File: config.mk
export PLATFORM = sky130hd
export DESIGN_NAME = mdu_issue_ctrl
export DESIGN_NICKNAME = d
export VERILOG_FILES = /design/src/rtl/mdu_issue_ctrl_pkg.sv /design/src/rtl/mdu_issue_ctrl_busy_timer.sv /design/src/rtl/mdu_issue_ctrl.sv
export SDC_FILE = /design/constraint.sdc
export NUM_CORES = 1
export LEC_CHECK = 0
export CORE_UTILIZATION = 26
export DETAILED_ROUTE_END_ITERATION = 10
export PLACE_DENSITY = 0.95
export SETUP_SLACK_MARGIN = 0.5
export SLEW_MARGIN = 20
export SYNTH_ARGS = -nofsm -noshare
export SYNTH_HDL_FRONTEND = slang
export SYNTH_HIERARCHICAL = 1
export SYNTH_SLANG_ARGS = --single-unit
File: constraint.sdc
create_clock -name clk -period 3.61 [get_ports clk]
set_input_delay 0.9025 -clock clk [delete_from_list [all_inputs] [get_ports clk]]
set_output_delay 0.9025 -clock clk [all_outputs]
set_load 0.05 [all_outputs]
File: src/rtl/mdu_issue_ctrl_pkg.sv
// Shared MDU op codes, the issue request bundle and op decode helpers.
package mdu_issue_ctrl_pkg;

  localparam int OP_W = 4;
  localparam int XLEN = 32;

  localparam logic [OP_W-1:0] MDU_NONE  = 4'd0;
  localparam logic [OP_W-1:0] MDU_MULT  = 4'd1;
  localparam logic [OP_W-1:0] MDU_MULTU = 4'd2;
  localparam logic [OP_W-1:0] MDU_DIV   = 4'd3;
  localparam logic [OP_W-1:0] MDU_DIVU  = 4'd4;
  localparam logic [OP_W-1:0] MDU_MTHI  = 4'd5;
  localparam logic [OP_W-1:0] MDU_MTLO  = 4'd6;
  localparam logic [OP_W-1:0] MDU_READ  = 4'd7;

  // What the MDU sees in one cycle.
  typedef struct packed {
    logic [OP_W-1:0] op;
    logic [XLEN-1:0] operand1;
    logic [XLEN-1:0] operand2;
  } mdu_req_t;

  // Unassigned codes collapse to NONE so they never issue or stall.
  function automatic logic [OP_W-1:0] mdu_norm_op(input logic [OP_W-1:0] op);
    return (op > MDU_READ) ? MDU_NONE : op;
  endfunction

  function automatic logic mdu_is_mul(input logic [OP_W-1:0] op);
    return (op == MDU_MULT) || (op == MDU_MULTU);
  endfunction

  function automatic logic mdu_is_div(input logic [OP_W-1:0] op);
    return (op == MDU_DIV) || (op == MDU_DIVU);
  endfunction

endpackage

File: src/rtl/mdu_issue_ctrl_busy_timer.sv
// Local copy of the MDU's multi-cycle latency: holds the countdown and
// whether the in-flight op is a multiply or a divide.
module mdu_issue_ctrl_busy_timer #(
  parameter int MUL_LAT = 5,
  parameter int DIV_LAT = 10,
  parameter int CNT_W   = $clog2(DIV_LAT + 1)
) (
  input  logic             clk,
  input  logic             reset,
  input  logic             load,
  input  logic             load_div,
  output logic [CNT_W-1:0] cnt,
  output logic             busy_mul,
  output logic             busy_div,
  output logic             idle
);

  typedef enum logic [1:0] {
    IDLE     = 2'd0,
    BUSY_MUL = 2'd1,
    BUSY_DIV = 2'd2
  } state_t;

  state_t state;

  // Load on issue, count down while busy, return to IDLE on the last busy cycle.
  always_ff @(posedge clk) begin
    if (reset) begin
      state <= IDLE;
      cnt   <= '0;
    end else begin
      case (state)
        IDLE: begin
          if (load) begin
            state <= load_div ? BUSY_DIV : BUSY_MUL;
            cnt   <= load_div ? CNT_W'(DIV_LAT) : CNT_W'(MUL_LAT);
          end
        end
        default: begin
          if (cnt == CNT_W'(1)) begin
            state <= IDLE;
            cnt   <= '0;
          end else begin
            cnt <= cnt - CNT_W'(1);
          end
        end
      endcase
    end
  end

  assign idle     = (state == IDLE);
  assign busy_mul = (state == BUSY_MUL);
  assign busy_div = (state == BUSY_DIV);

endmodule

File: src/rtl/mdu_issue_ctrl.sv
// E-stage MDU issue controller: issues each MDU op exactly once, stalls
// D/E behind an in-flight multiply/divide, and drops ops cancelled at M.
module mdu_issue_ctrl
  import mdu_issue_ctrl_pkg::*;
#(
  parameter int MUL_LAT = 5,
  parameter int DIV_LAT = 10
) (
  input  logic            clk,
  input  logic            reset,
  input  logic            e_i_valid,
  input  logic [OP_W-1:0] e_i_mdu_op,
  input  logic [XLEN-1:0] e_i_rs,
  input  logic [XLEN-1:0] e_i_rt,
  input  logic            m_i_flush,
  input  logic            mdu_i_busy,
  output logic [OP_W-1:0] mdu_o_op,
  output logic [XLEN-1:0] mdu_o_operand1,
  output logic [XLEN-1:0] mdu_o_operand2,
  output logic            ctl_o_stall,
  output logic            ctl_o_pending,
  output logic            ctl_o_mismatch
);

  localparam int CNT_W = $clog2(DIV_LAT + 1);

  logic [OP_W-1:0]  op;
  logic             want;
  logic             issue;
  logic             idle;
  logic             busy_mul;
  logic             busy_div;
  logic [CNT_W-1:0] cnt;
  logic             issued_q;
  logic             mismatch_q;
  logic             mismatch_set;
  mdu_req_t         req;

  assign op   = mdu_norm_op(e_i_mdu_op);
  assign want = e_i_valid && (op != MDU_NONE);

  // A flush at M cancels the E instruction: neither issue nor stall, so
  // the pipeline is free to redirect. Reset also suppresses both.
  assign issue       = want && idle && !m_i_flush && !reset;
  assign ctl_o_stall = want && !idle && !m_i_flush && !reset;

  mdu_issue_ctrl_busy_timer #(
    .MUL_LAT (MUL_LAT),
    .DIV_LAT (DIV_LAT),
    .CNT_W   (CNT_W)
  ) u_timer (
    .clk      (clk),
    .reset    (reset),
    .load     (issue && (mdu_is_mul(op) || mdu_is_div(op))),
    .load_div (mdu_is_div(op)),
    .cnt      (cnt),
    .busy_mul (busy_mul),
    .busy_div (busy_div),
    .idle     (idle)
  );

  // Present the op and operands only in the issuing cycle; NONE otherwise,
  // which also gives the MDU its NONE cycle to commit while busy.
  always_comb begin
    req = '0;
    if (issue) begin
      req.op       = op;
      req.operand1 = e_i_rs;
      req.operand2 = e_i_rt;
    end
  end

  assign mdu_o_op       = req.op;
  assign mdu_o_operand1 = req.operand1;
  assign mdu_o_operand2 = req.operand2;
  assign ctl_o_pending  = !idle;

  // MDU busy while we believe it is idle, or not busy one cycle into a
  // multi-cycle op, means the two latency models have diverged.
  assign mismatch_set =
      (idle && !issued_q && mdu_i_busy) ||
      (busy_mul && (cnt == CNT_W'(MUL_LAT - 1)) && !mdu_i_busy) ||
      (busy_div && (cnt == CNT_W'(DIV_LAT - 1)) && !mdu_i_busy);

  // Track last-cycle issue and hold the mismatch flag until reset.
  always_ff @(posedge clk) begin
    if (reset) begin
      issued_q   <= 1'b0;
      mismatch_q <= 1'b0;
    end else begin
      issued_q   <= issue;
      mismatch_q <= mismatch_q | mismatch_set;
    end
  end

  assign ctl_o_mismatch = mismatch_q;

endmodule

==> summary.md, run 1 <==
| Metric | Value |
|---|---|
| Total CTS buffers | `3` |
| Status | `stopped before the end` |
| Avg Cell Area, Syn | `7.51 sq um` |
| Synth async-reset ratio | `0%` |
| Commonest cells post-synth | `and2_1, dfxtp_1, buf_6, inv_1, nor2_1` |
| Starting Density | `27.7%` |
| H-tree depth | `1` |
| I/O Buffers | `142` |
| Halt Stage | `clock tree synthesis` |
| CTS root buffer | `clkbuf_8` |
| Top_reg_cell synth | `dfxtp_1` |
| CTS sink cnt | `8` |
| Distinct cells, synth | `37` |
| IO Pins | `144` |
| Post-cts gate resize count | `106` |
| FP Rows | `22` |
| Post-synthesis sequential area ratio | `~16%` |
| Bufs on Longest Clock Path | `2` |
| Synthesized net count | `212` |
| Die width | `64.9 um` |
| Cell area after synthesis | `1030 sq um` |
| Die Y | `64.9 um` |
| Stop Error | `[ERROR DPL-0038] Utilization greater than 100%, impossible to legalize` |
| Leading area contributor after synthesis | `and2_1` |
| Ranking of synthesized cells by area | `and2_1, dfxtp_1, buf_6` |
| Most frequent cell after synthesis | `and2_1` |
| GPL Wtd Cong | `0.894` |
| Number of flops mapped to enable cells by yosys | `0` |
| Detail Placement HPWL | `5270 um` |
| Pre-CTS setup slack | `-0.0536 ns` |
| Hold_buf cts | `0` |
| Post-Syn Instances | `137` |
| Post-synth top area share | `about two fifths` |
| #FFs+latches synth | `8` |
| Postcts setup bufs | `14` |
| Synth warnings | `6` |
-- kinds of logic after synthesis --
group / synth area share, %
simple gates: 57.8
buf+inv: 11.6
compound gates: 11.3
flops: 15.6
fa+ha+maj: 2.43
mux: 0.973
other cells: 0.365
-- per-stage QoR --
step / TNS, ns / std cells / cell area, sq um / utilization [%] / hold slack [ns]
after floorplan: 0 / 137 / 1100 / - / 0.486
after global placement: 0 / 324 / 3230 / 87.0 / 0.508
after detailed placement: -1.04 / 324 / 3230 / 87.0 / 0.535
==> run 2, diff against run 1 <==
Settings changed: PLACE_DENSITY 0.95 to unset, PLACE_DENSITY_LB_ADDON set to 0.15, SETUP_SLACK_MARGIN 0.5 to unset.
==> run 2 against run 1 <==
Compared with the run above: the flow now finishes without violations; area after synthesis stayed put; synthesized cell count stayed put.
==> summary.md, run 2 <==
| Metric | Value |
|---|---|
| Most frequent cell after synthesis | `and2_1` |
| CTS tree | `done` |
| Final Hold Fails | `0` |
| Max-slew violations | `0` |
| Switching power share of the total | `about 33%` |
| Ranking of synthesized cells by area | `and2_1, dfxtp_1, buf_6` |
| Gr usage total | `28.6%` |
| #FFs+latches synth | `8 (unchanged)` |
| H-tree depth | `1 (unchanged)` |
| Hold_buf cts | `0 (unchanged)` |
| Pleak | `1.45 nW` |
| Post-synth top area share | `40.8% (unchanged)` |
| Slew margin rel. | `between 60% and 70%` |
| DR pass1 iterations | `4` |
| Slowest cell on crit path | `clkdlybuf4s50_1` |
| Final Setup Violations | `0` |
| Combinational fraction of design power | `55.7%` |
| Die Y | `64.9 um (unchanged)` |
| Max-cap violations | `0` |
| RSZ-0062 raised after global routing | `false` |
| Synth warnings | `6 (unchanged)` |
| Total CTS buffers | `3 (unchanged)` |
| Area of the core | `3720 sq um` |
| Crit-path cells | `clkdlybuf4s50_1, nor3_1, buf_4, nor3_4, buf_12, clkbuf_16, and2_4, buf_12` |
| Detail Placement HPWL | `5180 um (-1.6%)` |
| Vias/cell | `4.98` |
| Reg2Reg Depth | `8` |
| Worst setup EP type | `output pin` |
| CTS root buffer | `clkbuf_8` |
| Clk_lat worst skew | `0.23 ns` |
| CTS sink cnt | `8 (unchanged)` |
| # fillers | `around 120` |
| Avg Cell Area, Syn | `7.51 sq um (unchanged)` |
| CP Launch Point | `e_i_mdu_op[2]` |
| Crit path max fanout | `8` |
| I/O Buffers | `142 (unchanged)` |
| Pwr/cell area | `137 nW/um^2` |
| Top_reg_cell synth | `dfxtp_1` |
| Cell area after synthesis | `1030 sq um (unchanged)` |
| Critical Path RT | `roughly 2.7 ns` |
| Worst setup margin | `a little over 0.08 ns` |
| Leading area contributor after synthesis | `and2_1` |
| Final net count | `363` |
| Sequential share of power | `20.9%` |
| Most frequent cells in the layout | `clkdlybuf4s50_1, buf_12, and2_4` |
| Share of cells above drive strength 1 | `44.4%` |
| Post-Syn Instances | `137 (unchanged)` |
| Crit-path most repeated cell | `buf_12` |
| Pint | `around 310 uW` |
| Total Wirelength | `between 7000 and 8000 um` |
| Antenna violations before repair | `1` |
| Layout area overhead | `233%` |
| RR Endpoint | `u_timer/cnt[0]$_SDFFE_PP0P_` |
| Synth async-reset ratio | `0% (unchanged)` |
| FP Rows | `22 (unchanged)` |
| Worst-path clk slew | `0.04 ns` |
| Peak VDD IR | `0.000194 V` |
| Tightest Pin Transition | `0.575 ns` |
| Worst reg-to-reg setup slack | `about 1.5 ns` |
| Routed Antenna Nets | `0` |
| Pre-CTS setup slack | `-0.0356 ns (+0.0180 ns)` |
| DR iter-0 viols | `64` |
| GPL Wtd Cong | `0.851 (-4.8%)` |
| Reg2reg start | `u_timer/state[0]$_SDFFE_PP0P_` |
| Status | `finished, final reports clean` |
| CP max stage delay | `0.56 ns` |
| Max FFs per register | `4` |
| Post-synthesis sequential area ratio | `15.6% (unchanged)` |
| Number of flops mapped to enable cells by yosys | `0 (unchanged)` |
| F_max | `0.283 GHz` |
| IO Pins | `144 (unchanged)` |
| WS Path Type | `in2out` |
| Crit path DAT | `2.63 ns` |
| DRC Markers | `0` |
| Final Cycle Share | `97.7%` |
| Biggest regs | `u_timer/cnt (4), u_timer/state (2)` |
| Setup crit end | `mdu_o_operand2[22]` |
| CP Launch Type | `primary input` |
| Bufs on Longest Clock Path | `2 (unchanged)` |
| Clock power share | `23.4%` |
| Starting Density | `27.7% (unchanged)` |
| Global-route wire length before repair | `8900 um` |
| Net Sw Power | `155 uW` |
| Hold Path Class | `reg2reg` |
| DIE AREA | `4210 sq um` |
| Grt ovf | `0` |
| Vias in the first global route | `1,565` |
| Commonest cells post-synth | `and2_1, dfxtp_1, buf_6, inv_1, nor2_1` |
| Total chip power | `468 uW` |
| Synthesized net count | `212 (unchanged)` |
| Distinct cells, synth | `37 (unchanged)` |
| Largest Register | `u_timer/cnt` |
| Tmin final | `around 3.5 ns` |
| DR vias | `1,668` |
| Largest net degree at the start of global routing | `32` |
| Setup Skew | `0.000983 ns` |
| Post-DR wirelength/cell | `23.7 um` |
| Die width | `64.9 um (unchanged)` |
-- run 2: critical path: cells and delay by family --
family                 cells  cell delay [ns]
AND/OR/NAND/NOR            3             0.54
buffers and inverters      5             1.18
-- run 2: metal layers --
metal	wire length [um]	up-vias	track usage, %
met5	0	-	0
met4	229	0	11.1
met3	624	20	11.6
met2	4210	81	52.6
met1	2880	828	28.2
li1	-	739	-
-- run 2: per-stage QoR --
| step | instances | util, % | setup TNS, ns | hold slack (ns) | cell area, sq um |
|---|---|---|---|---|---|
| floorplan | 137 | - | 0 | 0.486 | 1030 |
| global placement | 326 | 85.3 | 0 | 0.511 | 3170 |
| CTS | 329 | 86.6 | -0.0231 | 0.538 | 3220 |
| global route | 335 | 92.2 | 0 | 0.568 | 3430 |
| finish | 335 | 92.2 | 0 | 0.562 | 3430 |
| detailed placement | 326 | 85.3 | -0.274 | 0.531 | 3170 |
-- run 2: cell type report --
| class | count | area (sq um) | area share (%) |
|---|---|---|---|
| inverter | 7 | 31.3 | 0.913 |
| sequential | 8 | 160 | 4.67 |
| multi-input combinational | 113 | 843 | 24.6 |
| timing repair buffer | 155 | 2290 | 66.8 |
| clock buffer | 3 | 41.3 | 1.20 |
| tap | 48 | 60.1 | 1.75 |
| antenna | 1 | 2.50 | 0.0730 |
-- run 2: worst min path at each step --
stage                                       start                            end  slack [ns]  depth (start not counted)
floorplan           u_timer/state[1]$_SDFFE_PP0P_  u_timer/state[1]$_SDFFE_PP0P_        0.49                          2
global placement      u_timer/cnt[1]$_SDFFE_PP0P_    u_timer/cnt[1]$_SDFFE_PP0P_        0.51                          2
detailed placement      ctl_o_mismatch$_SDFF_PP0_      ctl_o_mismatch$_SDFF_PP0_        0.53                          2
CTS                   u_timer/cnt[1]$_SDFFE_PP0P_    u_timer/cnt[1]$_SDFFE_PP0P_        0.54                          2
global route          u_timer/cnt[1]$_SDFFE_PP0P_    u_timer/cnt[1]$_SDFFE_PP0P_        0.57                          2
finish                u_timer/cnt[1]$_SDFFE_PP0P_    u_timer/cnt[1]$_SDFFE_PP0P_        0.56                          2
-- run 2: power by group through the flow --
stage,sequential (mW),clock (mW),combinational [mW]
2_1_floorplan,0.101,0,0.0873
3_3_place_gp,0.0985,0,0.229
3_5_place_dp,0.0988,0,0.235
4_1_cts,0.0973,0.111,0.237
5_1_grt,0.0981,0.116,0.268
6_report,0.0979,0.110,0.261
-- run 2: cells by family after synthesis --
group                    synth area share (%)
AO/OA/AOI/OAI                            11.3
adder cells (fa/ha/maj)                  2.43
buffers and inverters                    11.6
flip-flops                               15.6
multiplexers                            0.973
other                                   0.365
AND/OR/NAND/NOR                          57.8
-- run 2: timing repair --
item                                    in CTS  in global routing
endpoints found under the setup margin      34                 49
gates resized for setup                      2                 43
buffers inserted                             0                  1
pin swaps                                    0                  3
cloned                                       0                  4
Note: power is estimated with default switching activity, not from simulation.
==> run 3, diff against run 2 <==
Settings changed: CTS_CLUSTER_SIZE set to 10.
==> results of run 3 <==
No change in the layout: final DEF, timing and power equal those of run 2.
==> run 4, diff against run 3 <==
Settings changed: SLEW_MARGIN 20 to unset.
==> results of run 4 <==
No change in the layout: final DEF, timing and power equal those of run 2.
